`src/rtl/mem_arb_pkg.sv`:
```
// Shared types and defaults for the CPU / PS/2 memory port arbiter.
package mem_arb_pkg;

  typedef enum logic {
    REQ_CPU = 1'b0,
    REQ_PS2 = 1'b1
  } req_id_t;

  localparam int unsigned AW_DEF       = 10;
  localparam int unsigned DW_DEF       = 16;
  localparam int unsigned MAX_HOLD_DEF = 4;

  function automatic req_id_t other_req(input req_id_t r);
    return (r == REQ_CPU) ? REQ_PS2 : REQ_CPU;
  endfunction

endpackage

```
`src/rtl/mem_port_arbiter_rr_hold_picker.sv`:
```
// Round-robin winner selection with a bounded hold window; owns last_win/hold_cnt.
module rr_hold_picker
  import mem_arb_pkg::*;
#(
  parameter int unsigned MAX_HOLD = MAX_HOLD_DEF
) (
  input  logic    clk,
  input  logic    rst_n,
  input  logic    cpu_req,
  input  logic    ps2_req,
  output logic    gnt_any,
  output req_id_t winner
);

  localparam int unsigned HW = $clog2(MAX_HOLD + 1);
  localparam logic [HW-1:0] HOLD_MAX = HW'(MAX_HOLD);

  req_id_t       last_win, last_nxt;
  logic [HW-1:0] hold_cnt, hold_nxt;

  // hold_cnt == 0 means no current owner, so a tie goes round-robin to the
  // requester that did not win last; this is what hands the first tie to the CPU.
  always_comb begin
    gnt_any  = cpu_req | ps2_req;
    winner   = REQ_CPU;
    hold_nxt = '0;
    last_nxt = last_win;
    if (cpu_req && ps2_req) begin
      if ((hold_cnt != '0) && (hold_cnt < HOLD_MAX)) winner = last_win;
      else                                           winner = other_req(last_win);
    end else if (ps2_req) begin
      winner = REQ_PS2;
    end
    if (gnt_any) begin
      if (winner == last_win) begin
        hold_nxt = (hold_cnt == HOLD_MAX) ? hold_cnt : hold_cnt + 1'b1;
      end else begin
        hold_nxt = HW'(1);
        last_nxt = winner;
      end
    end
  end

  always_ff @(posedge clk or negedge rst_n) begin
    if (!rst_n) begin
      last_win <= REQ_PS2;
      hold_cnt <= '0;
    end else begin
      last_win <= last_nxt;
      hold_cnt <= hold_nxt;
    end
  end

endmodule

```
`src/rtl/mem_port_arbiter.sv`:
```
// Shares a single-port synchronous RAM between the CPU and the PS/2 writer.
// Optional saturating statistics counters are built when MEM_ARB_STATS_EN is defined.
module mem_port_arbiter
  import mem_arb_pkg::*;
#(
  parameter int unsigned AW       = AW_DEF,
  parameter int unsigned DW       = DW_DEF,
  parameter int unsigned MAX_HOLD = MAX_HOLD_DEF,
  parameter int unsigned CNT_W    = 16
) (
  input  logic          clk,
  input  logic          rst_n,
  input  logic          cpu_req,
  input  logic          cpu_we,
  input  logic [AW-1:0] cpu_addr,
  input  logic [DW-1:0] cpu_wdata,
  input  logic          ps2_req,
  input  logic          ps2_we,
  input  logic [AW-1:0] ps2_addr,
  input  logic [DW-1:0] ps2_wdata,
  output logic          cpu_gnt,
  output logic          ps2_gnt,
  output logic          cpu_rvalid,
  output logic          ps2_rvalid,
  output logic [DW-1:0] rdata,
  output logic          mem_en,
  output logic          mem_we,
  output logic [AW-1:0] mem_addr,
  output logic [DW-1:0] mem_wdata,
  input  logic [DW-1:0] mem_rdata
`ifdef MEM_ARB_STATS_EN
  ,
  output logic [CNT_W-1:0] stat_cpu_cnt,
  output logic [CNT_W-1:0] stat_ps2_cnt,
  output logic [CNT_W-1:0] stat_conflict_cnt
`endif
);

  logic       gnt_any;
  req_id_t    winner;
  logic [1:0] rd_pend;

  rr_hold_picker #(.MAX_HOLD(MAX_HOLD)) u_picker (
    .clk     (clk),
    .rst_n   (rst_n),
    .cpu_req (cpu_req),
    .ps2_req (ps2_req),
    .gnt_any (gnt_any),
    .winner  (winner)
  );

  // Grants are masked while reset is held so every output sits at its reset value.
  always_comb begin
    cpu_gnt   = rst_n & gnt_any & (winner == REQ_CPU);
    ps2_gnt   = rst_n & gnt_any & (winner == REQ_PS2);
    mem_en    = cpu_gnt | ps2_gnt;
    mem_we    = ps2_gnt ? ps2_we : (cpu_gnt & cpu_we);
    mem_addr  = ps2_gnt ? ps2_addr  : cpu_addr;
    mem_wdata = ps2_gnt ? ps2_wdata : cpu_wdata;
  end

  always_ff @(posedge clk or negedge rst_n) begin
    if (!rst_n) rd_pend <= '0;
    else        rd_pend <= {ps2_gnt & ~ps2_we, cpu_gnt & ~cpu_we};
  end

  assign cpu_rvalid = rd_pend[REQ_CPU];
  assign ps2_rvalid = rd_pend[REQ_PS2];
  assign rdata      = mem_rdata;

`ifdef MEM_ARB_STATS_EN
  always_ff @(posedge clk or negedge rst_n) begin
    if (!rst_n) begin
      stat_cpu_cnt      <= '0;
      stat_ps2_cnt      <= '0;
      stat_conflict_cnt <= '0;
    end else begin
      if (cpu_gnt && (stat_cpu_cnt != '1)) stat_cpu_cnt <= stat_cpu_cnt + 1'b1;
      if (ps2_gnt && (stat_ps2_cnt != '1)) stat_ps2_cnt <= stat_ps2_cnt + 1'b1;
      if (cpu_req && ps2_req && (stat_conflict_cnt != '1))
        stat_conflict_cnt <= stat_conflict_cnt + 1'b1;
    end
  end
`endif

endmodule

```
`config.mk`:
```
export PLATFORM = sky130hd
export DESIGN_NAME = mem_port_arbiter
export DESIGN_NICKNAME = d
export VERILOG_FILES = /design/src/rtl/mem_arb_pkg.sv /design/src/rtl/mem_port_arbiter_rr_hold_picker.sv /design/src/rtl/mem_port_arbiter.sv
export SDC_FILE = /design/constraint.sdc
export NUM_CORES = 1
export LEC_CHECK = 0
export CORE_ASPECT_RATIO = 1.2
export CORE_MARGIN = 10
export CORE_UTILIZATION = 24
export DETAILED_ROUTE_END_ITERATION = 10
export HOLD_SLACK_MARGIN = 0.1
export PLACE_DENSITY = 0.81
export SYNTH_ARGS = -nofsm -noshare
export SYNTH_HDL_FRONTEND = slang
export SYNTH_SLANG_ARGS = --single-unit
```
`constraint.sdc`:
```
create_clock -name clk -period 2.7 [get_ports clk]
set_input_delay 0.27 -clock clk [delete_from_list [all_inputs] [get_ports clk]]
set_output_delay 0.27 -clock clk [all_outputs]
set_load 0.05 [all_outputs]
```
==> summary.txt <==
STA
  • Slew headroom: 63.96%
  • Final Cycle Share: 95.58%
  • Setup Skew: 1.272 ps
  • Final Setup Violations: 0
  • Worst-Margin Slew: 539.0 ps
  • RSZ-0062 raised after global routing: no
  • Final WS setup: 119.3 ps
  • Tmin final: 2581 ps
  • Setup TNS: 0 ps
  • Max Slew Vio Count: 0
  • Fin. Hold Viols: 0
  • Max Fclk: 387.5 MHz

Cells and area
  • Fin nets: 240
  • Fill cell count: 290
  • Antenna cells: 0
  • Area grow syn2layout: 126.3%
  • Layout cell share with drive strength beyond 1: 39.88%
  • Finished Core Util: 57.70%

Setup path
  • Worst Reg-to-Reg Cells: 5
  • Slowest cell delay on critical path: 540 ps
  • Reg-to-Reg End: rd_pend[1]$_DFF_PN0_
  • CP arrival: 2310 ps
  • Critical R2R Launch: u_picker.hold_cnt[0]$_DFFE_PN0P_
  • Type of destination of the critical path: output port
  • Worst reg2reg setup slack: 880 ps
  • CP cell instances: inv_1, ha_2, or4b_1, and4_4, mux2_4, buf_4
  • Critical path type: flop to output port
  • Crit Path Max Fanout: 15
  • Setup crit start kind: flop
  • Crit path capture: mem_wdata[0]
  • Critical Path Start: u_picker.hold_cnt[0]$_DFFE_PN0P_
  • Worst Path Required: 2430 ps
  • CP max-delay cell: or4b_1

Placement
  • Setup slack at placement: 325.3 ps
  • Routability Congestion: 0.7114
  • Detail Placement HPWL: 3512 µm
  • # port buffers: 89

Clock tree
  • CTS tree: done
  • CTS H-tree lvls: 1
  • Clock sinks: 6
  • Num CTS Buffers: 3
  • Root Buffer: clkbuf_8
  • Worst-path clk slew: 40 ps
  • Clock latency on the worst-skew pair: 230 ps
  • Hold_buf cts: 0
  • Setup Fix Bufs, Post-CTS: 0
  • CTS max path bufs: 2

GRT
  • Largest net degree at the start of global routing: 30
  • First-pass GRT wire length: 6016 µm
  • Total gr overflow: 0
  • Number of global-route vias before repair: 1077
  • Initial antenna violation count: 0
  • GRT Util Overall: 12.05%

Power
  • Peak VDD IR: 362.1 µV
  • Pleak: 0.8114 nW
  • Power density cells: 582.6 nW/µm²

Run status
  • Run status: finished, final reports clean

Routing
  • Via density per instance: 4.875
  • DRC Markers: 0
  • Average wire per standard cell: 20.99 µm
  • Routed wire length: 4197 µm
  • Antenna Violating Nets Remaining: 0
  • Via Count: 975
  • DRT iter0 DRCs: 19
  • Drt pass-1 iters: 4

Hold path
  • Hold Crit Class: input pin to asynchronous set/reset pin

Synth
  • Ys flop type: dfrtp_1
  • Sequential area share after synthesis: 17.49%
  • Synth cell types: 28
  • Mapped Nets: 167
  • Synth Area per Inst: 9.515 µm²
  • Synthesized cell area: 865.8 µm²
  • Number of enable flip-flop cells after synthesis: 0
  • #FFs+latches synth: 6
  • Post-Synthesis Cells: 91
  • Syn. warnings: 0
  • Asr flop ratio synth: 100.0%

Die
  • Row count: 23
  • I/O pins: 122
  • Die area: 6420 µm²
  • Chip Height: 85.80 µm
  • Starting Density: 25.50%
  • Core region area: 3396 µm²
  • Die Wd: 74.83 µm

Job
  • Total of max-cap violations: 0
==> kinds of logic after synthesis <==
| kind of cell | share of synthesized area (%) |
|---|---|
| DFF | 17.49 |
| xor gates and xnor gates | 1.012 |
| and+or+nand+nor | 12.43 |
| adders and majority gates | 2.890 |
| buffers and inverters | 21.24 |
| muxes | 38.01 |
| AOI/OAI and AO/OA | 6.937 |
==> report_power, final <==
part	leakage, nW	internal (mW)	switching [mW]
combinational	0.713	0.412	0.420
sequential	0.0757	0.120	0.0394
clock	0.0228	0.102	0.0480
==> how the worst min path moves through the flow <==
stage                        startpoint                                to  slack (ps)  cells after the start
after global placement    mem_rdata[15]                         rdata[15]         540                      0
after detailed placement  mem_rdata[15]                         rdata[15]         540                      0
after CTS                         rst_n  u_picker.hold_cnt[2]$_DFFE_PN0P_         390                      2
after global routing              rst_n  u_picker.hold_cnt[2]$_DFFE_PN0P_         440                      2
after floorplan                   rst_n              rd_pend[0]$_DFF_PN0_         -30                      0
final                             rst_n  u_picker.hold_cnt[2]$_DFFE_PN0P_         430                      2
==> worst max-delay path, delay by kind of cell (launching register included) <==
| family | cells | cell delay [ps] |
|---|---|---|
| buffers and inverters | 2 | 270 |
| AND/OR/NAND/NOR | 2 | 850 |
| adder cells (fa/ha/maj) | 1 | 240 |
| flip-flops | 1 | 400 |
| multiplexers | 1 | 320 |
==> flip-flops by register name, indices dropped and copies added (netlist names) <==
signal / count
u_picker.hold_cnt: 3
rd_pend: 2
u_picker.last_win: 1
==> cells in the mapped netlist, drive strengths merged (2+ instances only) <==
| library cell | count | area (µm²) |
|---|---|---|
| nand3 | 3 | 15.01 |
| dfrtp | 5 | 125.1 |
| nor2b | 3 | 18.77 |
| nand2 | 4 | 15.01 |
| clkbuf | 3 | 12.51 |
| mux2 | 26 | 319.1 |
| o21ai | 2 | 10.01 |
| inv | 2 | 7.510 |
| nor2 | 4 | 15.01 |
| buf | 21 | 163.9 |
| nor3 | 2 | 10.01 |
| o211ai | 3 | 22.52 |
| ha | 2 | 25.02 |
==> placed cells by master, fill, tap and decap left out <==
master / Yosys / routed
nor2_1: 4 / 4
mux2i_1: 1 / 1
dfstp_2: 1 / 1
nand3_1: 3 / 3
buf_4: 16 / 5
o21ai_0: 2 / 2
nor3_1: 2 / 2
a21oi_1: 1 / 1
mux2_4: 7 / 7
o211ai_1: 3 / 3
nand2b_1: 1 / 1
a22o_1: 1 / 1
mux2_2: 19 / 19
xnor2_1: 1 / 1
clkbuf_1: 2 / 1
clkbuf_8: 0 / 3
dfrtp_1: 5 / 5
a31oi_2: 0 / 1
inv_1: 2 / 2
clkdlybuf4s50_1: 0 / 60
nand2_1: 4 / 4
ha_2: 0 / 1
a211oi_1: 1 / 1
and4_4: 1 / 2
ha_1: 2 / 1
nor2b_1: 3 / 3
or4b_1: 1 / 1
or3_1: 1 / 1
buf_12: 0 / 26
==> routing by layer <==
layer  vias to the layer above  wire (µm)  track usage (%)
li1                        449          -                -
met1                       442       1309            11.24
met2                        79       2260            22.27
met3                         5        580            5.075
met4                         0         48            4.483
met5                         -          0                0
==> stage by stage <==
step,instances,power (mW),instance area [µm²],hold WS [ps]
after global routing,200,1.199,1959,444.3
final,200,1.141,1959,425.7
after global placement,195,0.9476,1901,540.3
after floorplan,91,0.6798,872.1,-25.59
after CTS,199,1.130,1946,387.7
after detailed placement,195,0.9722,1901,540.3
==> cell type report <==
cell class | instances | area, µm² | share of cell area, %
Sequential cell | 6 | 151.4 | 7.727
Inverter | 2 | 7.507 | 0.3831
Timing Repair Buffer | 91 | 1159 | 59.13
Multi-Input combinational cell | 60 | 550.5 | 28.10
Tap cell | 37 | 46.29 | 2.363
Clock buffer | 4 | 45.04 | 2.299
==> timing repair <==
item / in CTS / in global routing
hold endpoints to repair: 0 / 0
resized for setup: 0 / 2
setup endpoints to repair: 0 / 26
Note: power is estimated with default switching activity, not from simulation.
